[config.mk]
export PLATFORM = sky130hd
export DESIGN_NAME = bus16_master_flat
export DESIGN_NICKNAME = d
export VERILOG_FILES = /design/src/rtl/bus16_pkg.sv /design/src/rtl/bus16_master_if.sv /design/src/rtl/bus16_master.sv /design/src/flat_wrapper.sv
export SDC_FILE = /design/constraint.sdc
export NUM_CORES = 1
export LEC_CHECK = 0
export BUFFER_PORTS_ARGS = -buffer_cell sky130_fd_sc_hd__buf_2
export CORE_AREA = 2 2 73 75
export CTS_CLUSTER_DIAMETER = 60
export DETAILED_ROUTE_END_ITERATION = 8
export DIE_AREA = 0 0 75 77
export PLACE_DENSITY = 0.8
export SLEW_MARGIN = 20
export SYNTH_ARGS = -nofsm -noshare
export SYNTH_HDL_FRONTEND = slang
export SYNTH_SLANG_ARGS = --single-unit
[constraint.sdc]
create_clock -name i_Bus_Clk -period 2.7 [get_ports i_Bus_Clk]
set_clock_uncertainty 0.1 [all_clocks]
set_input_delay 0.27 -clock i_Bus_Clk [delete_from_list [all_inputs] [get_ports i_Bus_Clk]]
set_output_delay 0.27 -clock i_Bus_Clk [all_outputs]
set_load 0.005 [all_outputs]
[src/rtl/bus16_pkg.sv]
// Shared definitions for the 16-bit register bus initiator.
// Data width, FSM encodings and write/read command encoding.
package bus16_pkg;

  localparam int BUS_DATA_W = 16;

  localparam logic [1:0] ST_IDLE    = 2'd0;
  localparam logic [1:0] ST_ISSUE   = 2'd1;
  localparam logic [1:0] ST_WAIT_RD = 2'd2;
  localparam logic [1:0] ST_DONE    = 2'd3;

  localparam logic CMD_WR = 1'b1;
  localparam logic CMD_RD = 1'b0;

  typedef enum logic [1:0] {
    S_IDLE    = ST_IDLE,
    S_ISSUE   = ST_ISSUE,
    S_WAIT_RD = ST_WAIT_RD,
    S_DONE    = ST_DONE
  } state_t;

endpackage

[src/rtl/bus16_master_if.sv]
// Command/response and register-bus signals of the bus16 initiator.
// master: the initiator's view; slave: the command source and bus slaves.
interface bus16_master_if #(
  parameter int AW = 8
);
  import bus16_pkg::*;

  logic                  i_Cmd_DV;
  logic                  i_Cmd_Wr_Rd_n;
  logic [AW-1:0]         i_Cmd_Addr8;
  logic [BUS_DATA_W-1:0] i_Cmd_Wr_Data;
  logic                  o_Cmd_Ready;
  logic                  o_Rsp_DV;
  logic [BUS_DATA_W-1:0] o_Rsp_Rd_Data;
  logic                  o_Rsp_Timeout;
  logic                  o_Bus_CS;
  logic                  o_Bus_Wr_Rd_n;
  logic [AW-1:0]         o_Bus_Addr8;
  logic [BUS_DATA_W-1:0] o_Bus_Wr_Data;
  logic [BUS_DATA_W-1:0] i_Bus_Rd_Data;
  logic                  i_Bus_Rd_DV;

  modport master (
    input  i_Cmd_DV,
    input  i_Cmd_Wr_Rd_n,
    input  i_Cmd_Addr8,
    input  i_Cmd_Wr_Data,
    output o_Cmd_Ready,
    output o_Rsp_DV,
    output o_Rsp_Rd_Data,
    output o_Rsp_Timeout,
    output o_Bus_CS,
    output o_Bus_Wr_Rd_n,
    output o_Bus_Addr8,
    output o_Bus_Wr_Data,
    input  i_Bus_Rd_Data,
    input  i_Bus_Rd_DV
  );

  modport slave (
    output i_Cmd_DV,
    output i_Cmd_Wr_Rd_n,
    output i_Cmd_Addr8,
    output i_Cmd_Wr_Data,
    input  o_Cmd_Ready,
    input  o_Rsp_DV,
    input  o_Rsp_Rd_Data,
    input  o_Rsp_Timeout,
    input  o_Bus_CS,
    input  o_Bus_Wr_Rd_n,
    input  o_Bus_Addr8,
    input  o_Bus_Wr_Data,
    output i_Bus_Rd_Data,
    output i_Bus_Rd_DV
  );

endinterface

[src/rtl/bus16_master.sv]
// Single-outstanding initiator for the 16-bit register bus.
// Issues one CS pulse per command and reports read timeouts.
module bus16_master
  import bus16_pkg::*;
#(
  parameter int ADDR_WIDTH     = 8,
  parameter int TIMEOUT_CYCLES = 15
) (
  input  logic            i_Bus_Clk,
  input  logic            i_Bus_Rst_L,
  bus16_master_if.master  bus
);

  localparam int TW = $clog2(TIMEOUT_CYCLES + 1);
  localparam logic [TW-1:0] TERM = TW'(TIMEOUT_CYCLES - 1);

  state_t r_state;
  state_t w_nxt;

  logic w_accept;
  logic w_wr_done;
  logic w_rd_hit;
  logic w_to_hit;

  logic                  r_cs;
  logic                  r_wr;
  logic [ADDR_WIDTH-1:0] r_addr;
  logic [BUS_DATA_W-1:0] r_wdata;
  logic [BUS_DATA_W-1:0] r_rdata;
  logic                  r_rsp_dv;
  logic                  r_timeout;
  logic [TW-1:0]         r_timer;

  always_ff @(posedge i_Bus_Clk or negedge i_Bus_Rst_L) begin
    if (!i_Bus_Rst_L) begin
      r_state <= S_IDLE;
    end else begin
      r_state <= w_nxt;
    end
  end

  always_comb begin
    w_nxt     = r_state;
    w_accept  = 1'b0;
    w_wr_done = 1'b0;
    w_rd_hit  = 1'b0;
    w_to_hit  = 1'b0;
    unique case (r_state)
      S_IDLE: begin
        if (bus.i_Cmd_DV) begin
          w_accept = 1'b1;
          w_nxt    = S_ISSUE;
        end
      end
      S_ISSUE: begin
        if (r_wr == CMD_WR) begin
          w_wr_done = 1'b1;
          w_nxt     = S_DONE;
        end else begin
          w_nxt = S_WAIT_RD;
        end
      end
      S_WAIT_RD: begin
        // Data arriving on the terminal cycle beats the timeout.
        if (bus.i_Bus_Rd_DV) begin
          w_rd_hit = 1'b1;
          w_nxt    = S_DONE;
        end else if (r_timer == TERM) begin
          w_to_hit = 1'b1;
          w_nxt    = S_DONE;
        end
      end
      S_DONE: begin
        w_nxt = S_IDLE;
      end
      default: begin
        w_nxt = S_IDLE;
      end
    endcase
  end

  always_ff @(posedge i_Bus_Clk or negedge i_Bus_Rst_L) begin
    if (!i_Bus_Rst_L) begin
      r_cs      <= 1'b0;
      r_wr      <= 1'b0;
      r_addr    <= '0;
      r_wdata   <= '0;
      r_rdata   <= '0;
      r_rsp_dv  <= 1'b0;
      r_timeout <= 1'b0;
      r_timer   <= '0;
    end else begin
      r_cs     <= w_accept;
      r_rsp_dv <= w_wr_done | w_rd_hit | w_to_hit;
      if (w_accept) begin
        r_wr    <= bus.i_Cmd_Wr_Rd_n;
        r_addr  <= bus.i_Cmd_Addr8;
        r_wdata <= bus.i_Cmd_Wr_Data;
      end
      if (r_state == S_ISSUE) begin
        r_timer <= '0;
      end else if (r_state == S_WAIT_RD && r_timer != TERM) begin
        r_timer <= r_timer + TW'(1);
      end
      unique case (1'b1)
        w_wr_done: begin
          r_rdata   <= '0;
          r_timeout <= 1'b0;
        end
        w_rd_hit: begin
          r_rdata   <= bus.i_Bus_Rd_Data;
          r_timeout <= 1'b0;
        end
        w_to_hit: begin
          r_rdata   <= '0;
          r_timeout <= 1'b1;
        end
        default: begin
        end
      endcase
    end
  end

  assign bus.o_Cmd_Ready   = (r_state == S_IDLE);
  assign bus.o_Rsp_DV      = r_rsp_dv;
  assign bus.o_Rsp_Rd_Data = r_rdata;
  assign bus.o_Rsp_Timeout = r_timeout;
  assign bus.o_Bus_CS      = r_cs;
  assign bus.o_Bus_Wr_Rd_n = r_wr;
  assign bus.o_Bus_Addr8   = r_addr;
  assign bus.o_Bus_Wr_Data = r_wdata;

endmodule

[src/flat_wrapper.sv]
// flat-port wrapper written by rule: the top's interface ports become plain ports
module bus16_master_flat import bus16_pkg::*;
#(
  parameter int ADDR_WIDTH     = 8,
  parameter int TIMEOUT_CYCLES = 15
)
  (i_Bus_Clk, i_Bus_Rst_L, bus_i_Cmd_DV, bus_i_Cmd_Wr_Rd_n, bus_i_Cmd_Addr8, bus_i_Cmd_Wr_Data, bus_o_Cmd_Ready, bus_o_Rsp_DV, bus_o_Rsp_Rd_Data, bus_o_Rsp_Timeout, bus_o_Bus_CS, bus_o_Bus_Wr_Rd_n, bus_o_Bus_Addr8, bus_o_Bus_Wr_Data, bus_i_Bus_Rd_Data, bus_i_Bus_Rd_DV);
  bus16_master_if #(.AW(8)) bus_i ();
  input  logic i_Bus_Clk;
  input  logic i_Bus_Rst_L;
  input wire logic [$bits(bus_i.i_Cmd_DV)-1:0] bus_i_Cmd_DV;
  input wire logic [$bits(bus_i.i_Cmd_Wr_Rd_n)-1:0] bus_i_Cmd_Wr_Rd_n;
  input wire logic [$bits(bus_i.i_Cmd_Addr8)-1:0] bus_i_Cmd_Addr8;
  input wire logic [$bits(bus_i.i_Cmd_Wr_Data)-1:0] bus_i_Cmd_Wr_Data;
  output wire logic [$bits(bus_i.o_Cmd_Ready)-1:0] bus_o_Cmd_Ready;
  output wire logic [$bits(bus_i.o_Rsp_DV)-1:0] bus_o_Rsp_DV;
  output wire logic [$bits(bus_i.o_Rsp_Rd_Data)-1:0] bus_o_Rsp_Rd_Data;
  output wire logic [$bits(bus_i.o_Rsp_Timeout)-1:0] bus_o_Rsp_Timeout;
  output wire logic [$bits(bus_i.o_Bus_CS)-1:0] bus_o_Bus_CS;
  output wire logic [$bits(bus_i.o_Bus_Wr_Rd_n)-1:0] bus_o_Bus_Wr_Rd_n;
  output wire logic [$bits(bus_i.o_Bus_Addr8)-1:0] bus_o_Bus_Addr8;
  output wire logic [$bits(bus_i.o_Bus_Wr_Data)-1:0] bus_o_Bus_Wr_Data;
  input wire logic [$bits(bus_i.i_Bus_Rd_Data)-1:0] bus_i_Bus_Rd_Data;
  input wire logic [$bits(bus_i.i_Bus_Rd_DV)-1:0] bus_i_Bus_Rd_DV;
  assign bus_i.i_Cmd_DV = bus_i_Cmd_DV;
  assign bus_i.i_Cmd_Wr_Rd_n = bus_i_Cmd_Wr_Rd_n;
  assign bus_i.i_Cmd_Addr8 = bus_i_Cmd_Addr8;
  assign bus_i.i_Cmd_Wr_Data = bus_i_Cmd_Wr_Data;
  assign bus_o_Cmd_Ready = bus_i.o_Cmd_Ready;
  assign bus_o_Rsp_DV = bus_i.o_Rsp_DV;
  assign bus_o_Rsp_Rd_Data = bus_i.o_Rsp_Rd_Data;
  assign bus_o_Rsp_Timeout = bus_i.o_Rsp_Timeout;
  assign bus_o_Bus_CS = bus_i.o_Bus_CS;
  assign bus_o_Bus_Wr_Rd_n = bus_i.o_Bus_Wr_Rd_n;
  assign bus_o_Bus_Addr8 = bus_i.o_Bus_Addr8;
  assign bus_o_Bus_Wr_Data = bus_i.o_Bus_Wr_Data;
  assign bus_i.i_Bus_Rd_Data = bus_i_Bus_Rd_Data;
  assign bus_i.i_Bus_Rd_DV = bus_i_Bus_Rd_DV;
  bus16_master #(.ADDR_WIDTH(ADDR_WIDTH), .TIMEOUT_CYCLES(TIMEOUT_CYCLES)) u_core (.i_Bus_Clk(i_Bus_Clk), .i_Bus_Rst_L(i_Bus_Rst_L), .bus(bus_i));
endmodule
==> impl_metrics.toml, run 1 <==
[layout]
regArea_sq_um = 1250
insertedDiodeCount = 0
final_cell_count_no_fill = 338
net_count_of_the_finished_layout = 318
multi_input_area_sq_um = 792
finish.instance_area_sq_um = 2700
layout-drive-gt1-share_pct = 48.1
area.growth.synth_to_final_pct = 28.1
fill_cells = 461

[global_routing]
grt_pass1_wl_um = 6760
global_route.overflow_total = 0
track_usage_pct = 14.8
grt_start_max_net_pins = 29
first_global_vias = 1540
antenna_found_initial = 0

[drt]
wl_per_cell_um = 12.3
final_routed_drc_violation_total = 0
sum_of_met2_wire_segment_lengths_after_detailed_routing_um = 2020
wirelength_um = 4150
detailroute.via_count = 1609
first_pass_iters = 4
initialDrtViolationCount = 84
antenna_left = 0
met3_wirelength_um = 280
maxUsedRoutingLayer = "met4"
wl_met1_um = 1840
avgViaCountPerCell = 4.76

[placed_design]
place.gp.congestion = 0.811
placed_cells = 329
place.detailed.hpwl_um = 3020
placement.cell_area_sq_um = 2600
port-buffer-count = 89
placement.setup.worst_slack_ns = 0.841

[floorplan]
die-height_um = 77
rows = 26
core-area_sq_um = 4980
start_util_pct = 42.3
io_pins = 90
dieArea_sq_um = 5780
die_width_um = 75

[clock_network]
hold_buffers = 1
number_of_sinks_driven_by_the_clock_tree = 50
cts_tree = "yes"
ctsHtreeMaxLevel = 2
cts.repair_timing.setup_buffer_count = 0
clockRootBuffer = "sky130_fd_sc_hd__clkbuf_8"
clk_path_buf_depth = 2
clk_pin_slew_worst_paths_ns = 0.09
cts_buffers = 5
post_cts_resize_count = 0
worstSkewPairLatency_ns = 0.29

[logic_synthesis]
sequential_to_total_area_share_from_yosys_stat_pct = 59.4
yosys.area.top_type_share_pct = 59.4
synth_area_per_cell_sq_um = 12.0
postSynthCellCount = 176
post_synthesis_cell_area_sq_um = 2110
synth.top_cells.by_count = "50 x sky130_fd_sc_hd__dfrtp_1, 34 x sky130_fd_sc_hd__nand2_1, 26 x sky130_fd_sc_hd__mux2_2, 19 x sky130_fd_sc_hd__a21oi_1, 6 x sky130_fd_sc_hd__ha_1"
synth_enable_flop_cells = 0
dominant_cells_by_area_after_synthesis = "sky130_fd_sc_hd__dfrtp_1 59%, sky130_fd_sc_hd__mux2_2 14%, sky130_fd_sc_hd__nand2_1 6.1%, sky130_fd_sc_hd__a21oi_1 4.5%, sky130_fd_sc_hd__ha_1 3.6%"
synth.distinct_cells = 27
synthArstFlopShare_pct = 100
synthFlopType = "sky130_fd_sc_hd__dfrtp_1"
synthesis.nets = 227
post-synth-top-area-cell = "sky130_fd_sc_hd__dfrtp_1"
yosysWarnings = 0
synth.ff_latch_count = 50
synth_most_common_cell = "sky130_fd_sc_hd__dfrtp_1"

[timing]
setup_viol = 0
grt_setup_unrepaired = "false"
final_min_period_over_clock_period_pct = 69.5
slew_violations = 0
slew_headroom_pct = 58.8
tns_ns = 0
final.min_clock_period_ns = 1.88
post-route-worst-setup-slack_ns = 0.823
worstMarginPinSlew_ns = 0.615
maxClockFrequency_mhz = 533
finalHoldViolations = 0

[power_and_ir_drop]
vdd_ir_drop_max_uv = 521
power.leakage_uw = 0.00138
finalPower_uw = 2710
power_per_cell_area_nw_per_um2 = 1000

[flow_run]
maxCapViolations = 0

[worst_hold_path]
hold_class = "input pin to register"
timing.hold.worst_path_depth = 2

[critical_path]
worstSetupStartpointType = "register"
worstSetupEndpointType = "register"
ff2ff_setup_slack_ns = 0.82
rr_worst_depth = 5
critical_path_required_ns = 2.82
timing.critical_path.fanout_max = 16
cp_data_arrival_time_ns = 1.99
crit_type = "register to register"

[status]
outcome = "finished, final reports clean"
## power breakdown
| part | internal, uW | leakage, uW | switching, uW |
|---|---|---|---|
| logic | 556 | 0.000707 | 496 |
| registers | 1060 | 0.000624 | 158 |
| clock network | 207 | 0.0000482 | 228 |
| total | 1820 | 0.00138 | 881 |
## registers in the layout, indices dropped and copies added, names as in the netlist
name                      count
u_core.bus.o_Bus_Wr_Data     16
u_core.bus.o_Rsp_Rd_Data     16
u_core.bus.o_Bus_Addr8        8
u_core.r_timer                4
u_core.r_state                2
u_core.bus.o_Bus_CS           1
u_core.bus.o_Bus_Wr_Rd_n      1
u_core.bus.o_Rsp_DV           1
u_core.bus.o_Rsp_Timeout      1
## cell type report
| type | instances | area share [%] |
|---|---|---|
| tap | 70 | 3.24 |
| sequential | 50 | 46.3 |
| inverter | 4 | 0.556 |
| timing repair buffer | 91 | 17.1 |
| multi-input combinational | 115 | 29.3 |
| clock buffer | 7 | 3.20 |
| clock inverter | 1 | 0.185 |
## critical path, cell delays in order, from the launching register on
cell,delay (ns)
sky130_fd_sc_hd__dfrtp_1,0.39
sky130_fd_sc_hd__inv_1,0.13
sky130_fd_sc_hd__ha_1,0.37
sky130_fd_sc_hd__and2_1,0.56
sky130_fd_sc_hd__nand2_1,0.12
sky130_fd_sc_hd__a21oi_1,0.14
## cells by family after synthesis
| kind of cell | Yosys count | share of synthesized area, % |
|---|---|---|
| fa+ha+maj | 6 | 3.56 |
| simple gates | 55 | 12.3 |
| mux | 26 | 13.9 |
| compound gates | 28 | 7.84 |
| buf+inv | 11 | 3.03 |
| flops | 50 | 59.4 |
## cells in the final DEF, fill, tap and decap left out, types with 4 or more instances in the layout
cell and instances:
sky130_fd_sc_hd__nor2_1 4, sky130_fd_sc_hd__buf_2 89, sky130_fd_sc_hd__clkbuf_8 6, sky130_fd_sc_hd__inv_1 4
sky130_fd_sc_hd__nand2_1 34, sky130_fd_sc_hd__mux2_2 26, sky130_fd_sc_hd__o21ai_0 4, sky130_fd_sc_hd__a21oi_1 19
sky130_fd_sc_hd__ha_1 6, sky130_fd_sc_hd__dfrtp_1 50, sky130_fd_sc_hd__nand2b_1 4
## stage by stage
step	util, %	hold WS (ns)
after detailed placement	52.2	0.166
after global placement	52.2	0.164
final	54.2	0.105
after global routing	54.2	0.0918
after CTS	54.2	0.0933
after floorplan	-	-0.126
## routing by layer
metal | global-route usage (%) | up-vias
met5 | 0 | -
met1 | 19.7 | 772
li1 | - | 771
met2 | 23.9 | 64
met4 | 4.29 | 0
met3 | 3.15 | 2
## final timing paths
kind                                                  start                            to
worst max register to register            u_core.r_state[0]   u_core.bus.o_Rsp_Rd_Data[0]
max in group asynchronous                       i_Bus_Rst_L  u_core.bus.o_Bus_Wr_Data[12]
worst max-delay path                      u_core.r_state[0]   u_core.bus.o_Rsp_Rd_Data[0]
min in group asynchronous                       i_Bus_Rst_L  u_core.bus.o_Rsp_Rd_Data[15]
worst min register to register  u_core.bus.o_Bus_Wr_Data[3]   u_core.bus.o_Bus_Wr_Data[3]
worst min-delay path                     bus_i_Cmd_Addr8[7]     u_core.bus.o_Bus_Addr8[7]
(Power assumes the default switching activity.)
==> inputs of run 2 (changes only) <==
--- a/config.mk
+++ b/config.mk
@@ -5,11 +5,12 @@
 export SDC_FILE = /design/constraint.sdc
 export NUM_CORES = 1
 export LEC_CHECK = 0
+export ABC_AREA = 1
 export BUFFER_PORTS_ARGS = -buffer_cell sky130_fd_sc_hd__buf_2
-export CORE_AREA = 2 2 73 75
+export CORE_AREA = 2 2 75 77
 export CTS_CLUSTER_DIAMETER = 60
 export DETAILED_ROUTE_END_ITERATION = 8
-export DIE_AREA = 0 0 75 77
+export DIE_AREA = 0 0 77 79
 export PLACE_DENSITY = 0.8
 export SLEW_MARGIN = 20
 export SYNTH_ARGS = -nofsm -noshare
==> constraint.sdc (replaced) <==
create_clock -name i_Bus_Clk -period 1.82 [get_ports i_Bus_Clk]
set_clock_uncertainty 0.1 [all_clocks]
set_input_delay 0.182 -clock i_Bus_Clk [delete_from_list [all_inputs] [get_ports i_Bus_Clk]]
set_output_delay 0.182 -clock i_Bus_Clk [all_outputs]
set_load 0.005 [all_outputs]
==> run 2 against run 1 <==
Compared with the run above:
- the flow now finishes with violations (negative hold slack)
- sequential cell count stayed put
- clock-buffer cell count is 1 lower
- clock power is 80% higher
- cell area is 16% higher
- die area is 5.3% higher
- synthesized cell count is 55% higher
- first-iteration DRC count is 61% higher
- critical path depth is 2 higher
- largest cell class unchanged
==> impl_metrics.toml, run 2 <==
[layout]
finish.instance_area_sq_um = 3120
fill_cells = 492
layout.cells.most_common_list = "127 x sky130_fd_sc_hd__nand2_1, 89 x sky130_fd_sc_hd__buf_2, 50 x sky130_fd_sc_hd__dfrtp_1, 25 x sky130_fd_sc_hd__inv_1, 25 x sky130_fd_sc_hd__dlygate4sd3_1"
layout.core_utilization_pct = 58.5
mostFrequentLayoutCell = "sky130_fd_sc_hd__nand2_1"
insertedDiodeCount = 0
area.growth.synth_to_final_pct = 38.6
layout-drive-gt1-share_pct = 27.6
net_count_of_the_finished_layout = 439

[drt]
initialDrtViolationCount = 135
wl_per_cell_um = 11.6
avgViaCountPerCell = 4.44
first_pass_iters = 4
final_routed_drc_violation_total = 0
antenna_left = 0
wirelength_um = 5340
detailroute.via_count = 2044

[logic_synthesis]
synth.top_cells.by_count = "127 x sky130_fd_sc_hd__nand2_1, 50 x sky130_fd_sc_hd__dfrtp_1, 25 x sky130_fd_sc_hd__inv_1, 22 x sky130_fd_sc_hd__nand3_1, 18 x sky130_fd_sc_hd__nor2_1"
synthArstFlopShare_pct = 100
synthesis.nets = 323
postSynthCellCount = 272
yosys.area.top_type_share_pct = 55.6
synthFlopType = "sky130_fd_sc_hd__dfrtp_1"
synth_area_per_cell_sq_um = 8.28
sequential_to_total_area_share_from_yosys_stat_pct = 55.6
synth_most_common_cell = "sky130_fd_sc_hd__nand2_1"
dominant_cells_by_area_after_synthesis = "sky130_fd_sc_hd__dfrtp_1 56%, sky130_fd_sc_hd__nand2_1 21%, sky130_fd_sc_hd__nand3_1 4.9%, sky130_fd_sc_hd__inv_1 4.2%, sky130_fd_sc_hd__ha_1 3.3%"
post-synth-top-area-cell = "sky130_fd_sc_hd__dfrtp_1"
synth.ff_latch_count = 50
synth_enable_flop_cells = 0
post_synthesis_cell_area_sq_um = 2250
yosysWarnings = 0
synth.distinct_cells = 20

[critical_path]
crit_path_most_repeated_cell = "sky130_fd_sc_hd__inv_1"
crit_type = "register to register"
worst_path_max_delay_cell = "sky130_fd_sc_hd__dfrtp_1"
ff2ff_setup_slack_ns = 0.22
critical_path_required_ns = 1.95
worstSetupEndpointType = "register"
critical_path_buf_inv_count = 3
timing.critical_path.fanout_max = 10
timing.rr.start = "u_core.r_state[0]"
critical_path.reg2reg.endpoint = "u_core.bus.o_Rsp_Rd_Data[1]"
worstSetupStartpointType = "register"
rr_worst_depth = 7
crit_path_cell_trace = "inv_1 -> ha_1 -> buf_4 -> nand3_1 -> nand2_1 -> inv_1 -> nor2_1"
cp_data_arrival_time_ns = 1.73
critical-path-top-delay-family = "flip-flops"
crit_path_max_incr_delay_ns = 0.42

[placed_design]
placement.cell_area_sq_um = 2750
place.gp.congestion = 0.755
place.detailed.hpwl_um = 3380
port-buffer-count = 89
placement.setup.worst_slack_ns = 0.212

[global_routing]
grt_pass1_wl_um = 8850
global_route.overflow_total = 0
first_global_vias = 1995
grt_start_max_net_pins = 51
track_usage_pct = 18.2
antenna_found_initial = 0

[power_and_ir_drop]
power_per_cell_area_nw_per_um2 = 1490
power.leakage_uw = 0.00184
finalPower_uw = 4660
vdd_ir_drop_max_uv = 715

[timing]
final_min_period_over_clock_period_pct = 88.1
finalHoldViolations = 1
maxClockFrequency_mhz = 623
final.min_clock_period_ns = 1.60
grt_setup_unrepaired = "false"
slew_violations = 0
post-route-worst-setup-slack_ns = 0.216
fin_hold_ws_ns = -0.00506
worstMarginPinSlew_ns = 0.622
tns_ns = 0
slew_headroom_pct = 58.5
setup_viol = 0

[clock_network]
cts.repair_timing.setup_buffer_count = 0
clockRootBuffer = "sky130_fd_sc_hd__clkbuf_8"
ctsHtreeMaxLevel = 2
clk_pin_slew_worst_paths_ns = 0.08
number_of_sinks_driven_by_the_clock_tree = 50
cts_buffers = 5
worstSkewPairLatency_ns = 0.29
cts_tree = "yes"
clk_path_buf_depth = 2

[status]
outcome = "finished with violations"
violations = "negative hold slack"

[floorplan]
io_pins = 90
die-height_um = 79
rows = 27
dieArea_sq_um = 6080
die_width_um = 77
start_util_pct = 42.2
core-area_sq_um = 5340

[worst_hold_path]
timing.hold.worst_path_depth = 3
min_from = "bus_i_Cmd_Addr8[3]"
hold_class = "input pin to register"
whs_endpoint = "u_core.bus.o_Bus_Addr8[3]"

[flow_run]
maxCapViolations = 0
run 2: how the worst max path moves through the flow:
stage | startpoint | cells after the start | slack (ns) | to
after global routing | u_core.r_state[0] | 7 | 0.07 | u_core.bus.o_Rsp_Rd_Data[8]
final | u_core.r_state[0] | 7 | 0.22 | u_core.bus.o_Rsp_Rd_Data[1]
after global placement | u_core.r_state[0] | 7 | 0.31 | u_core.bus.o_Rsp_Rd_Data[12]
after floorplan | u_core.r_state[0] | 7 | 0.35 | u_core.bus.o_Bus_Addr8[0]
after detailed placement | u_core.r_state[0] | 7 | 0.21 | u_core.bus.o_Rsp_Rd_Data[0]
after CTS | u_core.r_state[0] | 7 | 0.19 | u_core.bus.o_Rsp_Rd_Data[0]
run 2: repair_timing:
item | 4_1_cts | 5_1_grt
hold endpoints to repair | 74 | 0
resized for setup | 0 | 1
hold buffers | 25 | 0
setup endpoints to repair | 0 | 1
run 2: cell type report:
class / instances / area (sq um) / area share [%]
Clock inverter: 1 / 30.0 / 0.962
Tap cell: 72 / 90.1 / 2.89
Inverter: 26 / 97.6 / 3.13
Clock buffer: 6 / 82.6 / 2.65
Sequential cell: 50 / 1250 / 40.1
Timing Repair Buffer: 119 / 746 / 23.9
Multi-Input combinational cell: 186 / 825 / 26.4
run 2: stage by stage:
step	std cells	hold WS (ns)
5_1_grt	460	0.0153
4_1_cts	460	0.00112
3_5_place_dp	428	0.234
2_1_floorplan	272	-0.214
6_report	460	-0.00506
3_3_place_gp	428	0.230
run 2: logic make-up after synthesis:
group | Yosys count | share of synthesized area (%)
compound gates | 2 | 0.444
flops | 50 | 55.6
buf+inv | 36 | 8.05
simple gates | 178 | 32.6
fa+ha+maj | 6 | 3.33
run 2: layer usage:
metal  up-vias  share of wire, %  global-route usage [%]
met5         -                 0                       0
met4         0               1.9                    5.89
met3        12               6.4                    4.77
met2        64                50                    31.8
met1       918                42                    22.0
li1       1050                 -                       -
run 2: report_power, final:
part / switching (uW) / internal (uW) / total [uW]
Clock: 345 / 440 / 785
Sequential: 304 / 1620 / 1930
Combinational: 1070 / 881 / 1950
Total: 1720 / 2940 / 4660
run 2: worst register-to-register path, delay by kind of cell (launching register included):
kind	cells	cell delay [ns]
flops	1	0.42
buf+inv	3	0.41
fa+ha+maj	1	0.34
simple gates	3	0.27
==> inputs of run 3 (changes only) <==
--- a/config.mk
+++ b/config.mk
@@ -7,12 +7,12 @@
 export LEC_CHECK = 0
 export ABC_AREA = 1
 export BUFFER_PORTS_ARGS = -buffer_cell sky130_fd_sc_hd__buf_2
-export CORE_AREA = 2 2 75 77
+export CORE_AREA = 2 2 87 89
 export CTS_CLUSTER_DIAMETER = 60
 export DETAILED_ROUTE_END_ITERATION = 8
-export DIE_AREA = 0 0 77 79
-export PLACE_DENSITY = 0.8
-export SLEW_MARGIN = 20
+export DIE_AREA = 0 0 89 91
+export GPL_TIMING_DRIVEN = 0
+export PLACE_DENSITY = 0.64
 export SYNTH_ARGS = -nofsm -noshare
 export SYNTH_HDL_FRONTEND = slang
 export SYNTH_SLANG_ARGS = --single-unit
==> run 3 against run 2 <==
Compared with the run above:
- the flow still finishes with violations (negative hold slack)
- fmax shrank 1.4%
- sequential power is essentially flat
- cell area grew 2.2%
- worst setup slack lost 0.023 ns
- die area grew 33%
- clock-buffer cell count is the same
- global-route usage shrank 4.4 points
- routed wire length grew 0.60%
- critical path depth is the same
- register-to-register slack lost 0.02 ns
- hold slack gained 0.00058 ns
- final cell count grew 6.7%
- critical endpoint is now u_core.bus.o_Bus_Addr8[3]
- largest cell class unchanged
- largest power group unchanged
==> impl_metrics.toml, run 3 (synthesis results as in run 2) <==
[timing]
grt_setup_unrepaired = "false"
fin_hold_ws_ns = -0.00448
final_min_period_over_clock_period_pct = 89.4
finalHoldViolations = 2
final.min_clock_period_ns = 1.63
maxClockFrequency_mhz = 615
worstMarginPinSlew_ns = 1.11
slew_violations = 0
tns_ns = 0
setup_viol = 0
slew_headroom_pct = 26.3

[clock_network]
clockRootBuffer = "sky130_fd_sc_hd__clkbuf_8"
cts_tree = "yes"
number_of_sinks_driven_by_the_clock_tree = 50
clk_path_buf_depth = 2
ctsHtreeMaxLevel = 2
worstSkewPairLatency_ns = 0.29
cts_buffers = 5
cts.repair_timing.setup_buffer_count = 0
clk_pin_slew_worst_paths_ns = 0.09

[critical_path]
timing.critical_path.to = "u_core.bus.o_Bus_Addr8[3]"
crit_type = "register to register"
crit_start = "u_core.r_state[0]"
worstSetupStartpointType = "register"
timing.rr.start = "u_core.r_state[0]"
worstSetupEndpointType = "register"
critical_path_required_ns = 1.90
crit_path_max_incr_delay_ns = 0.40
ff2ff_setup_slack_ns = 0.19
crit_path_cell_trace = "inv_1 -> ha_1 -> nand2_4 -> clkinvlp_4 -> buf_2 -> nand2_1 -> nand2_1"
cp_data_arrival_time_ns = 1.71
timing.critical_path.fanout_max = 10
crit_path_most_repeated_cell = "sky130_fd_sc_hd__nand2_1"
worst_path_max_delay_cell = "sky130_fd_sc_hd__dfrtp_1"
rr_worst_depth = 7
critical_path.reg2reg.endpoint = "u_core.bus.o_Bus_Addr8[3]"

[layout]
insertedDiodeCount = 0
finish.instance_area_sq_um = 3190
mostFrequentLayoutCell = "sky130_fd_sc_hd__nand2_1"
layout.cells.most_common_list = "127 x sky130_fd_sc_hd__nand2_1, 92 x sky130_fd_sc_hd__buf_2, 50 x sky130_fd_sc_hd__dfrtp_1, 25 x sky130_fd_sc_hd__inv_1, 25 x sky130_fd_sc_hd__dlygate4sd3_1"
area.growth.synth_to_final_pct = 41.6
net_count_of_the_finished_layout = 443
layout-drive-gt1-share_pct = 28.6
layout.core_utilization_pct = 44.7

[drt]
avgViaCountPerCell = 4.20
wirelength_um = 5380
antenna_left = 0
initialDrtViolationCount = 65
detailroute.via_count = 2062
wl_per_cell_um = 10.9
first_pass_iters = 4
final_routed_drc_violation_total = 0

[floorplan]
io_pins = 90
dieArea_sq_um = 8100
die_width_um = 89
core-area_sq_um = 7140
rows = 31
start_util_pct = 31.6
die-height_um = 91

[placed_design]
place.detailed.hpwl_um = 3640
port-buffer-count = 88
place.gp.congestion = 0.767
placement.cell_area_sq_um = 2820

[global_routing]
antenna_found_initial = 0
track_usage_pct = 13.8
first_global_vias = 1968
global_route.overflow_total = 0
grt_pass1_wl_um = 8870
grt_start_max_net_pins = 51

[power_and_ir_drop]
vdd_ir_drop_max_uv = 547
power.leakage_uw = 0.00185
finalPower_uw = 4700
power_per_cell_area_nw_per_um2 = 1470

[flow_run]
maxCapViolations = 0

[worst_hold_path]
hold_class = "input pin to asynchronous set/reset pin"

[status]
outcome = "finished with violations"
violations = "negative hold slack"
-- run 3: cell count changes in the layout (fill, tap and decap cells not counted) --
cell                         before  now
sky130_fd_sc_hd__buf_2           89   92
sky130_fd_sc_hd__buf_4            4    2
sky130_fd_sc_hd__buf_6            0    1
sky130_fd_sc_hd__clkbuf_2         0    1
sky130_fd_sc_hd__clkbuf_8         6    7
sky130_fd_sc_hd__clkinv_1         1    0
sky130_fd_sc_hd__clkinvlp_4       0    1
-- run 3: area by class of cell --
| cell class | count | area [sq um] |
|---|---|---|
| plain buffers | 10 | 85.1 |
| clock buffers | 6 | 82.6 |
| clock inverters | 1 | 30.0 |
| fillers | 733 | 3950 |
| inverters | 26 | 101 |
| multi-input cells | 186 | 825 |
| flip-flops and latches | 50 | 1250 |
| well taps | 99 | 124 |
| repair buffers | 113 | 691 |
-- run 3: metal layers --
layer  GRT usage, %  wire [um]
met2           24.6       2780
met4           3.36         34
met5              0          0
met1           16.2       2240
met3           3.64        315
-- run 3: worst min path at each step --
stage | end | depth (start not counted) | startpoint
floorplan | u_core.bus.o_Bus_Addr8[0] | 0 | i_Bus_Rst_L
global placement | u_core.bus.o_Bus_Wr_Data[10] | 3 | bus_i_Cmd_Wr_Data[10]
detailed placement | u_core.bus.o_Bus_Wr_Data[15] | 3 | bus_i_Cmd_Wr_Data[15]
CTS | u_core.bus.o_Bus_Wr_Data[13] | 1 | i_Bus_Rst_L
global route | u_core.bus.o_Bus_Wr_Data[13] | 1 | i_Bus_Rst_L
finish | u_core.bus.o_Bus_Wr_Data[13] | 1 | i_Bus_Rst_L
-- run 3: worst max-delay path: cells and delay by family, from the launching register on --
kind          cells  cell delay [ns]
flops             1             0.40
simple gates      3             0.26
fa+ha+maj         1             0.26
buf+inv           3             0.50
-- run 3: power breakdown --
part | internal (uW) | switching [uW]
clock network | 440 | 349
logic | 908 | 1080
registers | 1620 | 296
-- run 3: repair_timing --
item / in CTS / in global routing
endpoints found under the setup margin: 0 / 19
hold buffers: 25 / 0
gates resized for setup: 0 / 4
endpoints found under the hold margin: 25 / 0
-- run 3: through the flow --
stage	instances	worst slack [ns]
CTS	491	0.107
global placement	459	0.123
finish	491	0.193
global route	491	0.0701
detailed placement	459	0.130
floorplan	272	0.348
